--- src/rtl/mux4_arb_pkg.sv ---
// Shared definitions for the 4-requester round-robin arbiter that drives the
// Mux4_1 select.
//   N_REQ         : number of requesters
//   SEL_W         : width of the mux select / requester index
//   state_t       : arbiter FSM state
//   onehot_to_idx : one-hot grant vector -> requester index
package mux4_arb_pkg;

    localparam int unsigned N_REQ = 4;
    localparam int unsigned SEL_W = 2;

    typedef enum logic [0:0] {
        IDLE = 1'b0,
        BUSY = 1'b1
    } state_t;

    function automatic logic [SEL_W-1:0] onehot_to_idx(input logic [N_REQ-1:0] oh);
        logic [SEL_W-1:0] idx;
        idx = '0;
        for (int i = 0; i < N_REQ; i++) begin
            if (oh[i]) begin
                idx = idx | SEL_W'(i);
            end
        end
        return idx;
    endfunction

endpackage

--- src/rtl/rr_pick4.sv ---
// Combinational rotating-priority picker for four requesters.
//   req     : request vector
//   start   : index that has highest priority; priority falls with distance
//             (start, start+1, ... mod 4)
//   exclude : requesters that may not win this round
//   win     : one-hot winner (all-zero when nothing eligible)
//   any     : at least one eligible requester
module rr_pick4
    import mux4_arb_pkg::*;
(
    input  logic [N_REQ-1:0] req,
    input  logic [SEL_W-1:0] start,
    input  logic [N_REQ-1:0] exclude,
    output logic [N_REQ-1:0] win,
    output logic             any
);

    logic [N_REQ-1:0] cand;

    assign cand = req & ~exclude;
    assign any  = |cand;

    always_comb begin
        win = '0;
        for (int d = 0; d < N_REQ; d++) begin
            logic [SEL_W-1:0] idx;
            // Index arithmetic wraps mod 4 through the 2-bit width.
            idx = start + SEL_W'(d);
            if (win == '0 && cand[idx]) begin
                win[idx] = 1'b1;
            end
        end
    end

endmodule

--- src/rtl/mux4_rr_arbiter.sv ---
// Round-robin arbiter sharing one Mux4_1 between four requesters.
// The owner keeps the grant while it requests, until MAX_HOLD consecutive
// cycles have elapsed and someone else is waiting (MAX_HOLD = 0: no limit).
//   CLK   : system clock, rising edge
//   RST   : asynchronous active-high reset
//   REQ   : per-requester level request
//   GNT   : registered one-hot grant, zero when idle
//   SL    : index of the granted requester; holds last value when idle
//   VALID : a grant is active
//   LOCK  : (only with MUX4_ARB_LOCK_EN defined) suppresses the hold timeout
//           while a grant is active
module mux4_rr_arbiter
    import mux4_arb_pkg::*;
#(
    parameter int unsigned MAX_HOLD = 8
) (
    input  logic             CLK,
    input  logic             RST,
    input  logic [N_REQ-1:0] REQ,
    output logic [N_REQ-1:0] GNT,
    output logic [SEL_W-1:0] SL,
    output logic             VALID
`ifdef MUX4_ARB_LOCK_EN
    ,
    input  logic             LOCK
`endif
);

    localparam int unsigned CW = (MAX_HOLD == 0) ? 1 : $clog2(MAX_HOLD + 1);
    localparam logic [CW-1:0] MAX_CNT = CW'(MAX_HOLD);

    state_t           state_q, state_d;
    logic [N_REQ-1:0] gnt_q, gnt_d;
    logic [SEL_W-1:0] sl_q, sl_d;
    logic             valid_q, valid_d;
    logic [CW-1:0]    cnt_q, cnt_d;
    logic [SEL_W-1:0] ptr_q, ptr_d;

    logic [SEL_W-1:0] pick_start;
    logic [N_REQ-1:0] pick_excl;
    logic [N_REQ-1:0] pick_win;
    logic             pick_any;
    logic [SEL_W-1:0] win_idx;
    logic             lock_hold;
    logic             timeout;

`ifdef MUX4_ARB_LOCK_EN
    assign lock_hold = valid_q & LOCK;
`else
    assign lock_hold = 1'b0;
`endif

    // Idle: search from the pointer. Busy: search after the owner, never the owner.
    assign pick_start = (state_q == IDLE) ? ptr_q : sl_q + SEL_W'(1);
    assign pick_excl  = (state_q == IDLE) ? '0 : gnt_q;

    rr_pick4 u_pick (
        .req     (REQ),
        .start   (pick_start),
        .exclude (pick_excl),
        .win     (pick_win),
        .any     (pick_any)
    );

    assign win_idx = onehot_to_idx(pick_win);

    // The counter still saturates under LOCK, so dropping LOCK after a long
    // hold rotates on the very next edge.
    assign timeout = (MAX_HOLD != 0) && (cnt_q >= MAX_CNT) && !lock_hold;

    always_comb begin
        logic do_grant;
        do_grant = 1'b0;
        state_d  = state_q;
        gnt_d    = gnt_q;
        sl_d     = sl_q;
        valid_d  = valid_q;
        cnt_d    = cnt_q;
        ptr_d    = ptr_q;

        unique case (state_q)
            IDLE: begin
                do_grant = pick_any;
            end
            BUSY: begin
                if (REQ[sl_q]) begin
                    if (timeout && pick_any) begin
                        do_grant = 1'b1;
                    end else if (MAX_HOLD != 0 && cnt_q < MAX_CNT) begin
                        cnt_d = cnt_q + CW'(1);
                    end
                end else if (pick_any) begin
                    do_grant = 1'b1;
                end else begin
                    state_d = IDLE;
                    gnt_d   = '0;
                    valid_d = 1'b0;
                end
            end
            default: begin
                state_d = IDLE;
            end
        endcase

        if (do_grant) begin
            state_d = BUSY;
            gnt_d   = pick_win;
            sl_d    = win_idx;
            valid_d = 1'b1;
            cnt_d   = CW'(1);
            ptr_d   = win_idx + SEL_W'(1);
        end
    end

    always_ff @(posedge CLK or posedge RST) begin
        if (RST) begin
            state_q <= IDLE;
            gnt_q   <= '0;
            sl_q    <= '0;
            valid_q <= 1'b0;
            cnt_q   <= '0;
            ptr_q   <= '0;
        end else begin
            state_q <= state_d;
            gnt_q   <= gnt_d;
            sl_q    <= sl_d;
            valid_q <= valid_d;
            cnt_q   <= cnt_d;
            ptr_q   <= ptr_d;
        end
    end

    assign GNT   = gnt_q;
    assign SL    = sl_q;
    assign VALID = valid_q;

endmodule

--- config.mk ---
export PLATFORM = sky130hd
export DESIGN_NAME = mux4_rr_arbiter
export DESIGN_NICKNAME = d
export VERILOG_FILES = /design/src/rtl/mux4_arb_pkg.sv /design/src/rtl/rr_pick4.sv /design/src/rtl/mux4_rr_arbiter.sv
export SDC_FILE = /design/constraint.sdc
export NUM_CORES = 1
export LEC_CHECK = 0
export ABC_CLOCK_PERIOD_IN_PS = 4900
export CAP_MARGIN = 15
export CORE_MARGIN = 3
export CORE_UTILIZATION = 55
export CTS_CLUSTER_SIZE = 8
export DETAILED_ROUTE_END_ITERATION = 8
export GPL_ROUTABILITY_DRIVEN = 0
export PLACE_DENSITY_LB_ADDON = 0.15
export SLEW_MARGIN = 20
export SYNTH_ARGS = -nofsm -noshare
export SYNTH_HDL_FRONTEND = slang
export SYNTH_SLANG_ARGS = --single-unit
--- constraint.sdc ---
create_clock -name CLK -period 4.9 [get_ports CLK]
set_input_delay 0.49 -clock CLK [delete_from_list [all_inputs] [get_ports CLK]]
set_output_delay 0.49 -clock CLK [all_outputs]
set_load 0.01 [all_outputs]
Yosys cells after proc, flatten, opt, wreduce, memory -nomap -nowiden
Index checks and enable logic that the tools add are counted. Widths: inputs -> output; s select.

Mux-type cells: 47. Reduce and logical (&&, ||, !) cells: 17. Bitwise logic cells: 6. Order comparisons: 11. Equality and inequality tests: 3. Add/subtract/negate cells: 6.

Operators with widths (count): $mux 4 (14); $mux 1 (20); $lt 2x3->1 const B (5); $logic_not 4->1 (3); $or 4x4->4 (3); $bmux 1 s2 (5); $demux 1 s2 (4); $ge 2x1->1 const B (4); $logic_and 1x1->1 (8); $add 2x1->2 const B (3); $mux 2 (3); $ne 2x1->1 const B (3); $reduce_bool 2->1 (3); $add 2x2->2 const B (2); $add 4x1->4 const B (1); $and 4x4->4 (1); $ge 4x4->1 const B (1); $lt 4x4->1 const B (1); $not 4->4 (1); $reduce_and 4->1 (1); $reduce_or 4->1 (1); $reduce_and 3->1 (1); $pmux 1 s2 (1); $not 1->1 (1).

Output and inout port bits: 7. Input port bits: 6. Flip-flop bits (word level): 14. Word-level logic and storage cells: 96.

Longest topological paths before layout
Gate-level depths: netlist of run 1.

Depth in word-level cells: 20. Depth in mapped cells: 15. Depth with buffers taken out: 13.

Cells and area by module
From an unflattened synthesis of run 1, not the netlist that was laid out.

Cells, all modules: 122. Area total of the unflattened synthesis: 1298.7 sq um.

Modules (own cells, without submodules): mux4_rr_arbiter (cells an instance 62, seq. area each 350.3 sq um, times used 1, area each 705.7 sq um); rr_pick4 (cells an instance 60, seq. area each 0.0 sq um, times used 1, area each 593.1 sq um).

Worst setup path before layout of run 1
No wires, ideal clock.

Path kind: flip-flop to flip-flop. From: register sl_q[0] (netlist: SL[0]). To: register ptr_q[1]. Library setup time: 126 ps. Buffers on the path: 0. Arrival: 3227 ps. Clock period less this slack: 3353 ps. Stages on the path, launching flop included: 12. Setup slack: 1547 ps. Required time: 4774 ps. Cell sequence: dfrtp_1 -> xnor2_1 -> a21o_1 -> inv_1 -> ha_1 -> mux4_2 -> a211oi_4 -> a211oi_2 -> a221o_1 -> nand2b_1 -> o211a_1 -> a221o_1.

Cells in the longest elaborated chain, start to end: 20. Elaborated cells on any way between the ends: 54. Those cells by class: 5 x add/sub; 8 x order compare; 28 x mux; 3 x bitwise; 10 x reduce/logical.

Ends and longest elaborated chain: from (decl) (RTL line mux4_rr_arbiter.sv:34) `logic [SEL_W-1:0] sl_q, sl_d;`; from (signal assigned) (RTL line mux4_rr_arbiter.sv:126) `sl_q <= sl_d;`; branches (longest 20 deep; another with $lt 2x3->1); to (signal assigned) (RTL line mux4_rr_arbiter.sv:129) `ptr_q <= ptr_d;`; to (decl) (RTL line mux4_rr_arbiter.sv:37) `logic [SEL_W-1:0] ptr_q, ptr_d;`.

Several ways; the timed one is not identified. The select of a mux whose other input is x is not followed. A chain may end at the register's enable or synchronous reset.

Final worst setup path of run 1
From: register state_q. To: register ptr_q[1].

Cells in the longest elaborated chain, start to end: 19. Elaborated cells on any way between the ends: 59. Those cells by class: 4 x add/sub; 8 x order compare; 29 x mux; 6 x bitwise; 12 x reduce/logical.

Ends and longest elaborated chain: from (decl) (RTL line mux4_rr_arbiter.sv:32) `state_t state_q, state_d;`; from (signal assigned) (RTL line mux4_rr_arbiter.sv:124) `state_q <= state_d;`; branches (longest 19 deep; another with $lt 2x3->1).

Several ways; the timed one is not identified. The select of a mux whose other input is x is not followed.

==> impl_results.rst, run 1 <==
.. list-table::
   :header-rows: 1

   * - Metric
     - Value
   * - Run status
     - finished, final reports clean
   * - Total number of H-tree levels
     - 1
   * - Syn Area/Cell
     - 8.58 um^2
   * - Die Height
     - 54.4 um
   * - Net total in the final layout
     - 179
   * - Final routed DRC violation total
     - 0
   * - Biggest area consumer among synthesized cells
     - sky130_fd_sc_hd__dfrtp_1
   * - Max-cap viol count
     - 0
   * - Proportion of synthesized area in mux cells
     - 7.39%
   * - Largest incremental delay on the critical path
     - 0.64 ns
   * - Placeable Area
     - 2080 um^2
   * - Fin Clk Skew
     - 0.0121 ns
   * - Number of CTS-inserted buffers
     - 3
   * - Routed via count divided by cell count
     - 6.37
   * - Startpoint-to-endpoint class of the critical path
     - flop to flop
   * - Xor and xnor fraction of the mapped netlist area
     - 0.680%
   * - Core Rows
     - 16
   * - Async S/R FF share, synth
     - 100%
   * - Post-synthesis compound-gate area fraction
     - 28.6%
   * - Setup repair after global routing missed its margin
     - no
   * - Setup_tns
     - 0 ns
   * - Achievable Freq
     - 0.250 GHz
   * - Predominant post-synthesis flop cell
     - sky130_fd_sc_hd__dfrtp_1
   * - Average wire per cell in the routed design
     - 16.5 um
   * - 1st-iter DRT viols
     - 64
   * - Half-perimeter wire length after placement
     - 2.40 mm
   * - Worst reg2reg endpoint
     - ptr_q[1]
   * - Series of cell instances along the critical path
     - nor2b_1, or2_1, inv_1, ha_1, nor2_1, nand2_1, o211a_1, a211oi_4, a211oi_2, a221o_1, nand2b_1, o211a_1, a221o_1
   * - Launching element of the worst setup path
     - state_q
   * - Cell types with the highest counts after synthesis
     - sky130_fd_sc_hd__nand2_1, sky130_fd_sc_hd__dfrtp_1, sky130_fd_sc_hd__nor2_1
   * - Fraction of final layout cells with drive strength greater than 1
     - 7.98%
   * - Port Buffers
     - 12
   * - Sequential area share after synthesis
     - 27.2%
   * - Post-CTS Hold Buffers
     - 0
   * - Cell family contributing the most delay on the critical path
     - compound AO/OA/AOI/OAI gates
   * - Instance count of the mapped netlist
     - 150
   * - Area fraction of the dominant cell type after synthesis
     - 27.2%
   * - Minimum clock period after layout
     - 4.01 ns
   * - Final Cell Area
     - 1460 um^2
   * - Multi-input logic area
     - 873 um^2
   * - Data required time of the critical path
     - 5.06 ns
   * - Dominant combinational cell family by area after synthesis
     - compound AO/OA/AOI/OAI gates
   * - Post-cts resize count
     - 0
   * - Initial antenna violation count
     - 0
   * - Max Root-Sink Buffers
     - 2
   * - Cell type of the slowest stage on the worst timing path
     - sky130_fd_sc_hd__dfrtp_1
   * - Post-CTS clock slew at the launch and capture registers of the worst setup and hold paths
     - 0.09 ns
   * - First-pass GRT wire length
     - 5.04 mm
   * - Last element of the critical path
     - ptr_q[1]
   * - GRT Overall Usage
     - 23.5%
   * - Hold WC Path Type
     - flop to flop
   * - Count of flip-flops with a built-in enable after synthesis
     - 0
   * - Fin crit share
     - 81.8%
   * - Worst relative slew slack
     - 44.3%
   * - WP depth
     - 13
   * - Number of fill cells
     - 173
   * - Worst R2R Path Depth
     - 13
   * - Setup violators final
     - 0
   * - Adder-Cell Fraction of Synth Area
     - 8.75%
   * - I/O pin count
     - 13
   * - Sort of element at the end of the critical path
     - flop
   * - Cell with the most instances after synthesis
     - sky130_fd_sc_hd__nand2_1
   * - Overall via count from detail_route
     - 1210
   * - Number of pins with negative max-slew slack in the final report
     - 0
   * - Post-synthesis net count
     - 165
   * - Synth-to-layout area growth
     - 13.3%
   * - FF-to-FF setup slack
     - 0.89 ns
   * - CP max FO
     - 17
   * - Number of warnings printed during yosys synthesis
     - 0
   * - Slew of the pin with the lowest slew margin
     - 0.828 ns
   * - Cell area after synthesis
     - 1290 um^2
   * - Via count of the first global-routing pass
     - 1120
   * - Number of failing hold endpoints at the final stage
     - 0
   * - Number of unique standard cell types used by synthesis
     - 48
   * - Buffers plus inverters on the worst setup path
     - 1
   * - Sequential cell area in the final layout
     - 350 um^2
   * - Initial Util
     - 61.8%
   * - Antenna diodes
     - 0
   * - Overflow left after global routing
     - 0
   * - Placed inst area
     - 1420 um^2
   * - Wire length reported by the detailed router
     - 3.14 mm
   * - Die area
     - 2960 um^2
   * - Clock sink count
     - 14
   * - DRT Pass-1 Iters
     - 4
   * - Largest net degree at the start of global routing
     - 18
   * - Data arrival time of the critical path
     - 4.17 ns
   * - R2R Path Start
     - state_q
   * - Cell at the root of the clock tree
     - sky130_fd_sc_hd__clkbuf_4
   * - Hold_ws
     - 0.501 ns
   * - Final cell utilization of the core
     - 70.1%
   * - Number of synthesized register bits
     - 14
   * - Clock insertion delay at the later pin of the skew report
     - 0.29 ns
   * - Type of element launching the critical path
     - flop
   * - Top cells by area in the synthesized netlist
     - sky130_fd_sc_hd__dfrtp_1, sky130_fd_sc_hd__ha_1, sky130_fd_sc_hd__nand2_1, sky130_fd_sc_hd__nor2_1, sky130_fd_sc_hd__inv_1
   * - Number of nets with antenna violations after routing
     - 0
   * - CTS tree
     - yes
   * - Total setup buffers inserted after CTS
     - 0
   * - Horizontal die dimension
     - 54.4 um
   * - Simple-gate portion of the synthesized area
     - 22.4%
[worst min-delay path by stage]
stage / start / to / slack [ns] / depth (start not counted)
2_1_floorplan: RST / GNT[0] / 0.38 / 1
3_3_place_gp: cnt_q[2] / cnt_q[2] / 0.48 / 1
3_5_place_dp: cnt_q[3] / cnt_q[3] / 0.49 / 2
4_1_cts: cnt_q[3] / cnt_q[3] / 0.51 / 2
5_1_grt: cnt_q[2] / cnt_q[2] / 0.55 / 1
6_report: cnt_q[3] / cnt_q[3] / 0.50 / 2
[flip-flops by register name, summed over array words and instances (netlist names)]
signal and flops:
GNT 4, cnt_q 4, SL 2, ptr_q 2, VALID 1, state_q 1
[cell usage in the layout, fill, tap and decap left out, drive strengths merged, types with 3 or more instances in the layout]
cell type | netlist | layout
nor2b | 5 | 5
clkbuf | 2 | 4
a21boi | 6 | 6
a211oi | 4 | 4
clkdlybuf4s50 | 0 | 12
ha | 9 | 9
inv | 12 | 12
nor2 | 14 | 14
nand3 | 6 | 6
o21ai | 9 | 9
a221o | 3 | 3
dfrtp | 14 | 14
mux4 | 3 | 3
nand2 | 18 | 18
nand2b | 4 | 4
a21oi | 9 | 9
[cells by family (layout without fill, tap and decap cells)]
logic type,after synthesis,after routing
mux,5,5
buf+inv,15,28
fa+ha+maj,9,9
xor+xnor,1,1
compound gates,48,48
flops,14,14
simple gates,58,58
[per-stage QoR]
step           worst slack (ns)  instances
6_report                  0.892        190
2_1_floorplan              1.55        150
5_1_grt                   0.567        190
4_1_cts                   0.981        190
3_3_place_gp               1.14        186
3_5_place_dp               1.01        186
[final cells by class]
class | count | area share [%]
Multi-Input combinational cell | 121 | 59.9
Sequential cell | 14 | 24.0
Timing Repair Buffer | 12 | 8.23
Inverter | 12 | 3.09
Clock buffer | 4 | 2.49
Tap cell | 27 | 2.32
[worst reg2reg max path: cells and delay by family (launching register included)]
kind                       cells  cell delay (ns)
AOI/OAI and AO/OA              6             1.69
adders and majority gates      1             0.34
buffers and inverters          1             0.15
DFF                            1             0.64
and+or+nand+nor                5             1.07
[per-layer routing]
metal | up-vias | wire length, um | global-route usage [%]
met5 | - | 0 | 0
met4 | 0 | 14 | 4.98
met3 | 2 | 235 | 4.63
met2 | 54 | 1400 | 35.9
met1 | 583 | 1490 | 34.1
li1 | 571 | - | -
Power of run 1 is not shown: default switching activity piles up to over one toggle a cycle in this logic, so the estimate is an artifact.
==> run 2, diff against run 1 <==
- ABC_CLOCK_PERIOD_IN_PS: 4900 -> 3500
- CORE_UTILIZATION: 55 -> 51
- clock period: 4.9 -> 3.5 ns (I/O delays scaled with it)
==> run 2 against run 1 <==
Compared with the run above:
- flip-flop and latch count unchanged
- critical path type unchanged
- largest cell class unchanged
- die area up 7.0%
- first-iteration DRC count up 7.8%
- global-route usage down 1.1 points
- utilization down 1.6 points
- clock skew down 0.0013 ns
- cell area up 7.8%
- clock-buffer cell count unchanged
- sequential share of layout area down 1.7 points
==> impl_results.rst, run 2 (same netlist as run 1, synthesis figures left out) <==
.. list-table::
   :header-rows: 1

   * - Metric
     - Value
   * - DRT Pass-1 Iters
     - 5
   * - Overflow left after global routing
     - 0
   * - Slew of the pin with the lowest slew margin
     - 0.546 ns
   * - Leading cell type in the layout, fill and taps excluded
     - sky130_fd_sc_hd__nand2_1
   * - Largest incremental delay on the critical path
     - 0.47 ns
   * - Total number of H-tree levels
     - 1
   * - Max Root-Sink Buffers
     - 2
   * - Worst relative slew slack
     - 63.6%
   * - Hold WC Path Type
     - primary input to asynchronous set/reset pin
   * - Via count of the first global-routing pass
     - 1214
   * - Initial antenna violation count
     - 0
   * - Total instance count after detailed placement
     - 198
   * - FF-to-FF setup slack
     - 0.15 ns
   * - Worst reg2reg endpoint
     - ptr_q[1]
   * - Run status
     - finished, final reports clean
   * - Hold_ws
     - 0.392 ns
   * - Half-perimeter wire length after placement
     - 2.57 mm
   * - Fin Clk Skew
     - 0.0109 ns
   * - Largest net degree at the start of global routing
     - 15
   * - First-pass GRT wire length
     - 5.58 mm
   * - Initial Util
     - 56.0%
   * - Core Rows
     - 17
   * - Cell at the root of the clock tree
     - sky130_fd_sc_hd__clkbuf_4
   * - Multi-input logic area
     - 888 um^2
   * - Number of nets with antenna violations after routing
     - 0
   * - Startpoint-to-endpoint class of the critical path
     - flop to flop
   * - GRT met2 Usage
     - 36.6%
   * - Routed via count divided by cell count
     - 6.10
   * - Average wire per cell in the routed design
     - 16.1 um
   * - Final routed DRC violation total
     - 0
   * - 1st-iter DRT viols
     - 69
   * - R2R Path Start
     - SL[1]
   * - Met3 track demand over resource in global routing
     - 6.03%
   * - GRT Overall Usage
     - 22.3%
   * - Series of cell instances along the critical path
     - xnor2_2, a21o_1, inv_1, ha_1, mux4_2, a211oi_4, a211oi_2, a221o_1, nand2b_1, o211a_1, a221o_1
   * - Buffers plus inverters on the worst setup path
     - 1
   * - Placeable Area
     - 2300 um^2
   * - Overall via count from detail_route
     - 1244
   * - I/O pin count
     - 13
   * - Port Buffers
     - 12
   * - Setup violators final
     - 0
   * - Sort of element at the end of the critical path
     - flop
   * - Type of element launching the critical path
     - flop
   * - Die area
     - 3160 um^2
   * - Clock sink count
     - 14
   * - Wire length reported by the detailed router
     - 3.29 mm
   * - Max-cap viol count
     - 0
   * - Achievable Freq
     - 0.298 GHz
   * - Cell family contributing the most delay on the critical path
     - compound AO/OA/AOI/OAI gates
   * - Antenna diodes
     - 0
   * - Net total in the final layout
     - 192
   * - Synth-to-layout area growth
     - 22.2%
   * - Cell type of the slowest stage on the worst timing path
     - sky130_fd_sc_hd__dfrtp_1
   * - Die Height
     - 56.2 um
   * - Top Usage Layer GRT
     - met2
   * - Data required time of the critical path
     - 3.67 ns
   * - Most used cell, CP
     - sky130_fd_sc_hd__a221o_1
   * - Final cell utilization of the core
     - 68.5%
   * - Worst R2R Path Depth
     - 11
   * - CTS tree
     - yes
   * - Sequential cell area in the final layout
     - 350 um^2
   * - Fraction of final layout cells with drive strength greater than 1
     - 17.0%
   * - Final non-filler cell total
     - 204
   * - Horizontal die dimension
     - 56.2 um
   * - Post-CTS clock slew at the launch and capture registers of the worst setup and hold paths
     - 0.10 ns
   * - Minimum clock period after layout
     - 3.35 ns
   * - Number of pins with negative max-slew slack in the final report
     - 0
   * - Number of fill cells
     - 197
   * - Highest-count cells in the layout ignoring fill and taps
     - sky130_fd_sc_hd__nand2_1, sky130_fd_sc_hd__dfrtp_1, sky130_fd_sc_hd__nor2_1, sky130_fd_sc_hd__buf_4
   * - Worst slack after detailed placement
     - 0.0854 ns
   * - Fin crit share
     - 95.9%
   * - Grt met1 use
     - 29.6%
   * - Number of CTS-inserted buffers
     - 3
   * - Data arrival time of the critical path
     - 3.53 ns
   * - CP max FO
     - 5
   * - Number of failing hold endpoints at the final stage
     - 0
   * - Smallest setup slack after layout
     - 0.145 ns
   * - Clock insertion delay at the later pin of the skew report
     - 0.29 ns
[run 2: worst max-delay path by stage]
stage                     slack [ns]    from  endpoint  cells after the start
final                           0.15   SL[1]  ptr_q[1]                     11
after global routing           -0.01   SL[1]  ptr_q[1]                     11
after CTS                       0.08   SL[1]  ptr_q[1]                     11
after detailed placement        0.09  REQ[0]  ptr_q[1]                     11
after global placement          0.15  REQ[0]  ptr_q[1]                     11
after floorplan                 0.15   SL[0]  ptr_q[1]                     11
[run 2: final cells by class]
class	instances	area share, %
inverter	12	2.86
tap	28	2.23
timing repair buffer	25	13.8
sequential	14	22.3
clock buffer	4	2.31
multi-input combinational	121	56.5
[run 2: stage by stage]
step,TNS (ns),instance area [um^2]
floorplan,0,1290
global placement,0,1510
detailed placement,0,1510
CTS,0,1540
global route,-0.0146,1570
finish,0,1570
[run 2: repair_timing]
item | 4_1_cts | 5_1_grt
resized for setup | 0 | 4
hold buffers | 0 | 0
setup endpoints to repair | 0 | 2
buffers inserted | 0 | 2
[run 2: metal layers]
metal	vias to the layer above	wire length, um
met5	-	0
met1	606	1450
met2	34	1600
met3	2	223
li1	602	-
met4	0	15
Power of run 2 is left out for the same reason.
